**config.mk**
```make
export PLATFORM = sky130hd
export DESIGN_NAME = pulse_stretch_led
export DESIGN_NICKNAME = d
export VERILOG_FILES = /design/src/rtl/pulse_stretch_led.sv
export SDC_FILE = /design/constraint.sdc
export NUM_CORES = 1
export LEC_CHECK = 0
export CAP_MARGIN = 5
export CORE_UTILIZATION = 59
export DETAILED_ROUTE_END_ITERATION = 16
export HOLD_SLACK_MARGIN = 0.12
export PLACE_DENSITY_LB_ADDON = 0.2
export SETUP_SLACK_MARGIN = 0.3
export SYNTH_ARGS = -nofsm -noshare
export SYNTH_HDL_FRONTEND = slang
export SYNTH_SLANG_ARGS = --single-unit
```
**constraint.sdc**
```tcl
create_clock -name clk -period 4.72 [get_ports clk]
set_input_delay 0.944 -clock clk [delete_from_list [all_inputs] [get_ports clk]]
set_output_delay 0.944 -clock clk [all_outputs]
set_load 0.01 [all_outputs]
```
**src/rtl/pulse_stretch_led.sv**
```systemverilog
// Stretches single-cycle event strobes into LED flashes with a guaranteed on-time and off-gap.
// Events that arrive during a flash are queued in a saturating counter and replayed back-to-back.
module pulse_stretch_led #(
  parameter int ON_CYCLES  = 5000000,
  parameter int OFF_CYCLES = 5000000,
  parameter int TIMER_W    = 23,
  parameter int CNT_W      = 4
) (
  input  logic             clk,
  input  logic             rst_n,
  input  logic             pulse_in,
  output logic             led,
  output logic             busy,
  output logic [CNT_W-1:0] pending,
  output logic             overflow
);

  typedef enum logic [1:0] {
    IDLE = 2'd0,
    ON   = 2'd1,
    GAP  = 2'd2
  } state_t;

  localparam logic [TIMER_W-1:0] ON_LAST  = TIMER_W'(ON_CYCLES - 1);
  localparam logic [TIMER_W-1:0] OFF_LAST = TIMER_W'(OFF_CYCLES - 1);
  localparam logic [CNT_W:0]     PEND_MAX = {1'b0, {CNT_W{1'b1}}};

  state_t             state_q, state_d;
  logic [TIMER_W-1:0] timer_q, timer_d;
  logic [CNT_W-1:0]   pend_q, pend_d;
  logic               led_q, led_d;
  logic               avail;
  logic               start;
  logic [CNT_W:0]     pend_sum;
  logic               sat;

  // A flash may begin from IDLE at once, or straight out of the last GAP cycle.
  always_comb begin
    avail = (pend_q != '0) | pulse_in;
    start = avail & ((state_q == IDLE) |
                     ((state_q == GAP) && (timer_q == OFF_LAST)));
  end

  always_comb begin
    state_d = state_q;
    timer_d = timer_q;
    case (state_q)
      IDLE: begin
        timer_d = '0;
        if (start) begin
          state_d = ON;
        end
      end
      ON: begin
        if (timer_q == ON_LAST) begin
          state_d = GAP;
          timer_d = '0;
        end else begin
          timer_d = timer_q + TIMER_W'(1);
        end
      end
      GAP: begin
        if (timer_q == OFF_LAST) begin
          state_d = start ? ON : IDLE;
          timer_d = '0;
        end else begin
          timer_d = timer_q + TIMER_W'(1);
        end
      end
      default: begin
        state_d = IDLE;
        timer_d = '0;
      end
    endcase
    led_d = (state_d == ON);
  end

  // Extra bit holds the carry so saturation can be detected before truncation.
  always_comb begin
    pend_sum = {1'b0, pend_q}
             + {{CNT_W{1'b0}}, pulse_in}
             - {{CNT_W{1'b0}}, start};
    sat      = (pend_sum > PEND_MAX);
    pend_d   = sat ? pend_q : pend_sum[CNT_W-1:0];
  end

  always_ff @(posedge clk or negedge rst_n) begin
    if (!rst_n) begin
      state_q <= IDLE;
      timer_q <= '0;
      pend_q  <= '0;
      led_q   <= 1'b0;
    end else begin
      state_q <= state_d;
      timer_q <= timer_d;
      pend_q  <= pend_d;
      led_q   <= led_d;
    end
  end

  assign led      = led_q;
  assign pending  = pend_q;
  assign overflow = sat;
  assign busy     = (state_q != IDLE) | (pend_q != '0);

endmodule

```
==> impl_metrics.env <==
export IMPL_hp_class="reg2reg"
export IMPL_status="completed"
export IMPL_cp_start_kind="flop"
export IMPL_portBuffers=9
export IMPL_drt_iter0_markers=49
export IMPL_synthCells=179
export IMPL_die_h_um=56.51
export IMPL_gp_congestion=0.8661
export IMPL_core_area_um2=2781
export IMPL_peakVddDrop_uv=570.8
export IMPL_min_period_over_period=0.8876
export IMPL_final_antenna_net_count=0
export IMPL_wl_per_cell_um=12.96
export IMPL_nets=221
export IMPL_maxCapViolations=0
export IMPL_syn_num_nets=193
export IMPL_wl_mm=3.084
export IMPL_synth_seq_area_share=0.4283
export IMPL_synth_edf_count=0
export IMPL_avgSynthCellArea_um2=9.793
export IMPL_fin_area_um2=2053
export IMPL_yosysUniqueCellTypes=35
export IMPL_tritoncts="built"
export IMPL_synth_area_leaders="dfrtp_1 43%, xor2_1 7.5%, ha_1 7.1%"
export IMPL_grt_usage=0.2188
export IMPL_ys_warn_count=0
export IMPL_firstDrtPassIters=5
export IMPL_clock_path_buffers=2
export IMPL_cts_root_buf="clkbuf_4"
export IMPL_clkSlewWorstSetupHoldPaths_ns=0.08
export IMPL_grt_max_degree=31
export IMPL_endpoint_kind="primary output"
export IMPL_yosys_area_top_type="dfrtp_1"
export IMPL_cts_htree_levels=2
export IMPL_synthToLayoutAreaGrowth_pct=17.13
export IMPL_fin_setup_tns_ns=0
export IMPL_finalPower_w=0.0008329
export IMPL_setup_violations_final=0
export IMPL_placed_cell_area_um2=1897
export IMPL_dp_cells=221
export IMPL_synthArstFlopShare=1.000
export IMPL_rrSetupSlack_ns=1.43
export IMPL_drive_gt1_frac=0.1594
export IMPL_synth_seq_cells=30
export IMPL_synth_top_area_share=0.4283
export IMPL_hold_viol=0
export IMPL_io_pins=10
export IMPL_initial_core_util=0.6302
export IMPL_vias_per_cell=5.567
export IMPL_tightest_slew_ns=0.8394
export IMPL_grt_pass1_wl_mm=5.416
export IMPL_antenna_found_initial=0
export IMPL_cts_hold_buf=0
export IMPL_p_per_area_nw_per_um2=405.7
export IMPL_antenna_cells=0
export IMPL_rows=19
export IMPL_cts_sinks=30
export IMPL_dieWidth_um=56.51
export IMPL_synth_ff_type="dfrtp_1"
export IMPL_max_freq_mhz=238.7
export IMPL_worstSkewPairLatency_ns=0.32
export IMPL_fin_skew_ns=0.001389
export IMPL_netlist_area_um2=1753
export IMPL_vias=1325
export IMPL_rsz0062_at_grt="false"
export IMPL_grt_pass1_vias=1298
export IMPL_p_leak_nw=0.9646
export IMPL_cp_max_fo=4
export IMPL_relSlewSlack=0.4404
export IMPL_crit_type="reg2out"
export IMPL_drv_slew=0
export IMPL_crit_required_ns=3.78
export IMPL_period_needed_ns=4.190
export IMPL_numCtsBuffers=5
export IMPL_overflow=0
export IMPL_drcViolationCount=0
export IMPL_dieArea_um2=3193
export IMPL_crit_arrival_ns=3.25
export IMPL_dpl_hpwl_mm=2.243
export IMPL_final_cells=238
## cells in the final DEF (no fill, tap or decap), types with 6 or more instances in the layout
cell / netlist / layout
dfrtp_1: 30 / 30
nor2_1: 27 / 27
xor2_1: 15 / 15
buf_4: 2 / 14
nand3_1: 12 / 12
inv_1: 11 / 11
nand2_1: 11 / 11
xnor2_1: 9 / 9
ha_1: 10 / 9
clkdlybuf4s50_1: 0 / 7
and3_1: 7 / 6
## critical path, cell delays in order (launching register included)
cell and delay (ns):
dfrtp_1 0.40, and3_4 0.22, nand3_2 0.13, nor4_4 0.35, a21oi_2 0.10, mux2_1 0.33
ha_1 0.21, fa_1 0.38, a21oi_1 0.16, o21ai_1 0.08, xnor2_1 0.23, inv_1 0.05
dlygate4sd2_1 0.28
## Yosys cell counts (3+ instances only)
| library cell | instances |
|---|---|
| ha_1 | 10 |
| nor4_1 | 3 |
| nand3_1 | 12 |
| nor2_1 | 27 |
| dfrtp_1 | 30 |
| nand2_1 | 11 |
| xnor2_1 | 9 |
| xor2_1 | 15 |
| inv_1 | 11 |
| nor4b_1 | 3 |
| and3_1 | 7 |
| o21ai_0 | 3 |
| a21oi_1 | 5 |
## final timing paths
kind,cells after the start,endpoint,from
setup / recovery,12,overflow,timer_q[4]
hold / removal,1,timer_q[0],timer_q[0]
setup reg to reg,13,pending[0],timer_q[4]
hold reg to reg,1,timer_q[0],timer_q[0]
max in group asynchronous,2,timer_q[1],rst_n
min in group asynchronous,2,timer_q[21],rst_n
## stage by stage
stage / hold WS (ns) / util / setup WS [ns]
floorplan: 0.4233 / - / 0.8320
global placement: 0.4375 / 0.6820 / 0.1176
detailed placement: 0.4442 / 0.6820 / 0.02372
CTS: 0.4554 / 0.7242 / 0.4556
global route: 0.4750 / 0.7382 / 0.2870
finish: 0.4595 / 0.7382 / 0.5304
## registers in the layout, indices dropped and copies added (netlist names)
name and count:
state_q 2, pending 4, timer_q 23, led 1
## cell families after synthesis
kind of cell | after synthesis | share of synthesized area
AO/OA/AOI/OAI | 15 | 0.05067
XOR/XNOR | 24 | 0.1199
adder cells (fa/ha/maj) | 11 | 0.08280
buffers and inverters | 13 | 0.03212
flip-flops | 30 | 0.4283
multiplexers | 4 | 0.02498
AND/OR/NAND/NOR | 82 | 0.2613
## repair_timing
| item | 4_1_cts | 5_1_grt |
|---|---|---|
| resized for setup | 6 | 4 |
| buffers inserted | 7 | 3 |
| pin swaps | 4 | 2 |
| setup endpoints to repair | 1 | 1 |
| cloned | 0 | 0 |
## where the power goes
| group | total (W) | switching [W] | internal [W] |
|---|---|---|---|
| logic | 0.000398 | 0.000188 | 0.000210 |
| clock network | 0.000134 | 0.0000776 | 0.0000560 |
| registers | 0.000302 | 0.0000238 | 0.000278 |
| total | 0.000833 | 0.000289 | 0.000544 |
## metal layers
metal	GRT usage	wire (um)
met2	0.3580	1479
met4	0.06272	22
met1	0.2778	1439
met3	0.06912	143
met5	0	0
## area by class of cell
cell class | instances | area (um2)
Tap cell | 31 | 38.79
Sequential cell | 30 | 750.7
Inverter | 11 | 41.29
Multi-Input combinational cell | 136 | 984.7
Timing Repair Buffer | 23 | 192.7
Fill cell | 189 | 728.2
Clock buffer | 7 | 45.04
Note: power is estimated with default switching activity, not from simulation.
